`src/rtl/rot_ctrl.sv`:
```
// rot_ctrl: sequencing controller for the image rotation engine.
// Walks the source image one 8-bit pixel at a time in raster order. For each
// pixel it reads the source byte over the DMA read channel, then writes it to
// the rotated destination address over the DMA write channel.
//
// Ports:
//   I_PCLK / I_PRESET_N        clock (rising edge) / async active-low reset
//   I_DMA_SRC_IMG/_DST_IMG     source / destination base byte addresses
//   I_ROT_IMG_H/_W             source height / width in pixels
//   I_ROT_IMG_MODE/_DIR        quarter-turns and direction (0 cw, 1 ccw)
//   I_CTRL_START               rising edge starts a job
//   I_CTRL_RESET               synchronous soft reset (level)
//   I_CTRL_INTR_MASK/_CLEAR    interrupt mask / pending clear
//   O_ROT_IMG_NEW_H/_W         rotated dimensions
//   O_CTRL_BUSY, O_INTR        job in progress / masked completion interrupt
//   O_RD_* / I_RD_*            DMA read request channel
//   O_WR_* / I_WR_*            DMA write request channel
module rot_ctrl (
  input  logic        I_PCLK,
  input  logic        I_PRESET_N,
  input  logic [31:0] I_DMA_SRC_IMG,
  input  logic [31:0] I_DMA_DST_IMG,
  input  logic [15:0] I_ROT_IMG_H,
  input  logic [15:0] I_ROT_IMG_W,
  input  logic [1:0]  I_ROT_IMG_MODE,
  input  logic        I_ROT_IMG_DIR,
  input  logic        I_CTRL_START,
  input  logic        I_CTRL_RESET,
  input  logic        I_CTRL_INTR_MASK,
  input  logic        I_CTRL_INTR_CLEAR,
  output logic [15:0] O_ROT_IMG_NEW_H,
  output logic [15:0] O_ROT_IMG_NEW_W,
  output logic        O_CTRL_BUSY,
  output logic        O_INTR,
  output logic        O_RD_REQ,
  output logic [31:0] O_RD_ADDR,
  input  logic        I_RD_ACK,
  input  logic [7:0]  I_RD_DATA,
  output logic        O_WR_REQ,
  output logic [31:0] O_WR_ADDR,
  output logic [7:0]  O_WR_DATA,
  input  logic        I_WR_ACK
);

  localparam logic [1:0] StIdle = 2'd0;
  localparam logic [1:0] StRd   = 2'd1;
  localparam logic [1:0] StWr   = 2'd2;
  localparam logic [1:0] StDone = 2'd3;

  logic [1:0]  state_q, state_d;
  logic [15:0] x_q, x_d, y_q, y_d;
  logic [31:0] src_q, src_d, dst_q, dst_d;
  logic [15:0] h_q, h_d, w_q, w_d;
  logic [1:0]  r_q, r_d;
  logic [15:0] new_h_q, new_h_d, new_w_q, new_w_d;
  logic        busy_q, busy_d;
  logic        pend_q, pend_d;
  logic        intr_q, intr_d;
  logic [7:0]  wdata_q, wdata_d;
  logic        start_q;

  logic        start_rise;
  logic [1:0]  rot_in;
  logic        last_x, last_y;
  logic [31:0] xw, yw, hw, ww, h_m1_y, w_m1_x, dst_idx, rd_addr;

  assign start_rise = I_CTRL_START & ~start_q;
  // Counter-clockwise quarter-turns map to (4 - MODE) mod 4 clockwise turns.
  assign rot_in     = I_ROT_IMG_DIR ? (2'd0 - I_ROT_IMG_MODE) : I_ROT_IMG_MODE;
  assign last_x     = (x_q == w_q - 16'd1);
  assign last_y     = (y_q == h_q - 16'd1);

  assign xw     = {16'd0, x_q};
  assign yw     = {16'd0, y_q};
  assign hw     = {16'd0, h_q};
  assign ww     = {16'd0, w_q};
  assign h_m1_y = hw - 32'd1 - yw;
  assign w_m1_x = ww - 32'd1 - xw;
  assign rd_addr = src_q + yw * ww + xw;

  always_comb begin
    dst_idx = yw * ww + xw;
    case (r_q)
      2'd0:    dst_idx = yw * ww + xw;
      2'd1:    dst_idx = xw * hw + h_m1_y;
      2'd2:    dst_idx = h_m1_y * ww + w_m1_x;
      default: dst_idx = w_m1_x * hw + yw;
    endcase
  end

  always_comb begin
    state_d = state_q;
    x_d     = x_q;
    y_d     = y_q;
    src_d   = src_q;
    dst_d   = dst_q;
    h_d     = h_q;
    w_d     = w_q;
    r_d     = r_q;
    new_h_d = new_h_q;
    new_w_d = new_w_q;
    busy_d  = busy_q;
    wdata_d = wdata_q;
    // Completion set takes priority over a concurrent clear.
    pend_d  = (state_q == StDone) | (pend_q & ~I_CTRL_INTR_CLEAR);
    intr_d  = pend_q & ~I_CTRL_INTR_MASK;

    case (state_q)
      StIdle: begin
        if (start_rise) begin
          src_d  = I_DMA_SRC_IMG;
          dst_d  = I_DMA_DST_IMG;
          h_d    = I_ROT_IMG_H;
          w_d    = I_ROT_IMG_W;
          r_d    = rot_in;
          busy_d = 1'b1;
          x_d    = '0;
          y_d    = '0;
          if (rot_in[0]) begin
            new_w_d = I_ROT_IMG_H;
            new_h_d = I_ROT_IMG_W;
          end else begin
            new_w_d = I_ROT_IMG_W;
            new_h_d = I_ROT_IMG_H;
          end
          state_d = ((I_ROT_IMG_W == 16'd0) || (I_ROT_IMG_H == 16'd0)) ? StDone : StRd;
        end
      end
      StRd: begin
        if (I_RD_ACK) begin
          wdata_d = I_RD_DATA;
          state_d = StWr;
        end
      end
      StWr: begin
        if (I_WR_ACK) begin
          if (last_x) begin
            x_d     = '0;
            y_d     = y_q + 16'd1;
            state_d = last_y ? StDone : StRd;
          end else begin
            x_d     = x_q + 16'd1;
            state_d = StRd;
          end
        end
      end
      default: begin
        busy_d  = 1'b0;
        state_d = StIdle;
      end
    endcase

    // Soft reset clears everything except the start-edge history.
    if (I_CTRL_RESET) begin
      state_d = StIdle;
      x_d     = '0;
      y_d     = '0;
      src_d   = '0;
      dst_d   = '0;
      h_d     = '0;
      w_d     = '0;
      r_d     = '0;
      new_h_d = '0;
      new_w_d = '0;
      busy_d  = 1'b0;
      wdata_d = '0;
      pend_d  = 1'b0;
      intr_d  = 1'b0;
    end
  end

  always_ff @(posedge I_PCLK or negedge I_PRESET_N) begin
    if (!I_PRESET_N) begin
      state_q <= StIdle;
      x_q     <= '0;
      y_q     <= '0;
      src_q   <= '0;
      dst_q   <= '0;
      h_q     <= '0;
      w_q     <= '0;
      r_q     <= '0;
      new_h_q <= '0;
      new_w_q <= '0;
      busy_q  <= 1'b0;
      pend_q  <= 1'b0;
      intr_q  <= 1'b0;
      wdata_q <= '0;
      start_q <= 1'b0;
    end else begin
      state_q <= state_d;
      x_q     <= x_d;
      y_q     <= y_d;
      src_q   <= src_d;
      dst_q   <= dst_d;
      h_q     <= h_d;
      w_q     <= w_d;
      r_q     <= r_d;
      new_h_q <= new_h_d;
      new_w_q <= new_w_d;
      busy_q  <= busy_d;
      pend_q  <= pend_d;
      intr_q  <= intr_d;
      wdata_q <= wdata_d;
      start_q <= I_CTRL_START;
    end
  end

  assign O_ROT_IMG_NEW_H = new_h_q;
  assign O_ROT_IMG_NEW_W = new_w_q;
  assign O_CTRL_BUSY     = busy_q;
  assign O_INTR          = intr_q;
  assign O_RD_REQ        = (state_q == StRd);
  assign O_WR_REQ        = (state_q == StWr);
  // Addresses are only driven while their request is up; zero otherwise.
  assign O_RD_ADDR       = (state_q == StRd) ? rd_addr : 32'd0;
  assign O_WR_ADDR       = (state_q == StWr) ? (dst_q + dst_idx) : 32'd0;
  assign O_WR_DATA       = wdata_q;

endmodule

```
`config.mk`:
```
export PLATFORM = sky130hd
export DESIGN_NAME = rot_ctrl
export DESIGN_NICKNAME = d
export VERILOG_FILES = /design/src/rtl/rot_ctrl.sv
export SDC_FILE = /design/constraint.sdc
export NUM_CORES = 2
export LEC_CHECK = 0
export ABC_AREA = 1
export ABC_CLOCK_PERIOD_IN_PS = 23800
export CORE_ASPECT_RATIO = 1.25
export CORE_MARGIN = 2
export CORE_UTILIZATION = 40
export DETAILED_ROUTE_END_ITERATION = 10
export DONT_BUFFER_PORTS = 1
export GPL_TIMING_DRIVEN = 0
export SYNTH_ARGS = -nofsm -noshare
export SYNTH_HDL_FRONTEND = slang
export SYNTH_SLANG_ARGS = --single-unit
```
`constraint.sdc`:
```
create_clock -name I_PCLK -period 23.8 [get_ports I_PCLK]
set_clock_uncertainty 0.2 [all_clocks]
set_input_delay 1.19 -clock I_PCLK [delete_from_list [all_inputs] [get_ports I_PCLK]]
set_output_delay 1.19 -clock I_PCLK [all_outputs]
set_load 0.01 [all_outputs]
```
==> results.md <==
- Status: finished with violations
- Failing checks: capacitance limit, slew limit
- Switching share of power: 65.8%
- CTS-repair resized insts: 0
- Synth Area in XOR/XNOR: about 2.2%
- Final Hold Vio Count: 0
- CTS tree: built
- Fillers: 14622
- Primary FF master, synth: dfrtp_1
- CTS sink count: roughly 180
- First-pass GRT wire length: 333000 um
- Min-delay worst type: in2async
- Mean Syn Cell Area: approximately 7.5 sq um
- Vias in the first global route: 52389
- Final Util: a little over two fifths
- Root Driver: clkbuf_16
- Mux contribution to synthesized area: 0%
- Routed vias: 49671
- Area contributors post-synth: fa_1, inv_1, ha_1
- Seq/Total Area, Yosys: 7.86%
- Reg area: 0.00440 sq mm
- Commonest non-fill, non-tap cell in the layout: inv_1
- I/O Buffers: 0
- Post-Syn Area: 0.0561 sq mm
- Buf+Inv Stages, Crit Path: 9
- Vias per std cell: 5.27
- Reg2reg path depth: 14
- Nets: 9176
- Pint: 0.00291 W
- Die Width: 339 um
- Post-DP HPWL: just under 200000 um
- Async SR Flop Fraction: 100%
- Flops & latches, synth: 176
- Logic pwr share: 92.2%
- Clock buffer count from CTS: 17
- Postcts setup bufs: 0
- Post-detailed-route count of antenna-violating nets: 0
- Worst path max stage delay: 1.05 ns
- Slowest-stage cell, CP: clkbuf_1
- Setup violators final: 0
- Clock-pin slew on the worst setup and hold paths: 0.09 ns
- Worst r2r src: w_q[15]
- Routed len/inst: 23.6 um
- P_sw: 0.00560 W
- Site row count: 153
- Post-synth EDFFs: 0
- Drc violations: 0
- Min cycle time layout: 15.19 ns
- Fin Hold WS: 0.197 ns
- Sequential share of power: 4.3%
- Largest net degree at the start of global routing: 177
- Syn nets: about 9200
- Max Cap Viol: 2
- Critical Path Sink Type: primary output
- Share of the synthesized area in the top cell type: a little over a third
- Gr ovfl total: 0
- Fmax: 0.0658 GHz
- All-Layer GR Usage: 31.5%
- Fin crit share: between 60 and 70%
- WP depth: 45
- Hold buffers post-CTS: 0
- Cell taking the most area after synthesis: fa_1
- Startpoint types: flop
- Clock Latency Late Sink: approximately 0.49 ns
- Initial antenna violation count: 6
- Synth Instances: 7516
- Adder-cell area share of the yosys netlist: approximately 48%
- Top delay family on crit path: adder cells
- Most common cell on crit path: nand2_1
- TritonRoute pass-1 iters: 6
- Yosys Warn Count: 0
- Routed WL: 222000 um
- Simple-gate area share of the yosys netlist: between 15 and 20%
- RSZ-0062 raised after global routing: false
- Area delta synth->final: 5.37%
- Boundary Pins: approximately 220
- Die Y: around 420 um
- Clock power share: 3.5%
- GP Congestion: approximately 1.0
- Synth cell types: 60
- CP Data Arrival Time: 13.80 ns
- Multi-input gate area: 0.0434 sq mm
- Relative slew slack: -1.40%
- Worst path required time: 22.41 ns
- Leakage: 31.6 nW
- Core ar.: 0.139 sq mm
- PD cells: around 140 mW/mm^2
- Crit path from: h_q[15]
- Synth Area in Compound Gates: 8.27%
- Critical path class: reg2out
- Layout cells sized above 1: 2.64%
- Most frequent cells in the layout: inv_1, nand2_1, fa_1, nor2_1, ha_1
- Worst-path fanout max: 10
- Initial cell density of the core: approximately 40%
- Iter 0 DRT Violations: about 3600
- H-Tree Depth: 4
- Pins Over Slew Limit: 2
- Maximum clock path buffer count: 2
- Peak supply drop: 0.241 mV
- Largest family of logic cells by synthesized area: adder cells
- Slew @ Worst Pin: 1.51 ns
- Die area: around 0.14 sq mm
- Setup tns final: 0 ns
sequential cells by signal, summed over array words and instances, names as in the netlist, 2 cells and up:
name             cells
O_ROT_IMG_NEW_W     16
w_q                 16
r_q                  2
x_q                 16
O_ROT_IMG_NEW_H     16
O_WR_DATA            8
dst_q               32
h_q                 16
y_q                 16
state_q              2
src_q               32
per-layer routing:
layer	part of all wire [%]	up-vias	track usage (%)	routed length, um
met4	7.3	0	18.6	16100
li1	-	22446	-	-
met3	7.3	485	5.18	16200
met1	37	24757	36.8	82900
met5	0	-	0	0
met2	48	1983	54.2	107000
power groups by stage:
stage	clock [W]	sequential (W)	combinational [W]
after global placement	0	0.000366	0.00764
final	0.000301	0.000362	0.00785
after floorplan	0	0.000351	0.00499
after CTS	0.000303	0.000361	0.00778
after detailed placement	0	0.000366	0.00770
after global routing	0.000310	0.000364	0.00867
final cells by class:
type	count	share of cell area, %
Sequential cell	176	7.46
Clock buffer	17	0.720
Timing Repair Buffer	4	0.0826
Antenna cell	9	0.0381
Tap cell	1860	3.94
Inverter	1923	12.2
Buffer	267	1.78
Clock inverter	14	0.242
Multi-Input combinational cell	5150	73.5
per-stage QoR:
step           worst slack, ns  total power, W  cells  area (sq um)
6_report                  8.61         0.00851   9420         59100
5_1_grt                   8.18         0.00934   9420         59100
4_1_cts                   8.84         0.00844   9411         59000
3_5_place_dp              9.40         0.00806   9380         58500
3_3_place_gp              8.76         0.00801   9376         58400
2_1_floorplan            12.85         0.00534   7516         56100
synthesized netlist by cell type (10+ instances only):
cell type,n
o21ai_0,353
clkbuf_1,201
dfrtp_1,176
or2_2,25
nand2_2,21
nor2_1,509
inv_2,28
nor4_1,15
a21oi_1,363
fa_1,1014
clkinv_1,27
nor2_4,10
o21bai_1,26
nand4_1,39
inv_1,1867
nand3_1,281
xor2_1,88
buf_1,41
ha_1,508
nand2_1,1639
o21ai_1,10
buf_2,21
nor2_2,17
o21a_1,11
nor3_1,40
a21o_1,18
xnor2_1,49
nand3b_1,12
cells by family after synthesis:
logic type	after synthesis
XOR/XNOR	138
flip-flops	176
adder cells (fa/ha/maj)	1522
buffers and inverters	2190
AO/OA/AOI/OAI	855
AND/OR/NAND/NOR	2635
path summary, 6_finish.rpt:
check	endpoint	slack, ns
hold reg to reg	dst_q[30]	0.29
max in group asynchronous	dst_q[18]	22.97
min in group I_PCLK	dst_q[30]	0.29
setup / recovery	O_WR_ADDR[30]	8.61
hold / removal	src_q[19]	0.20
setup reg to reg	y_q[14]	18.24
(Power assumes the default switching activity.)
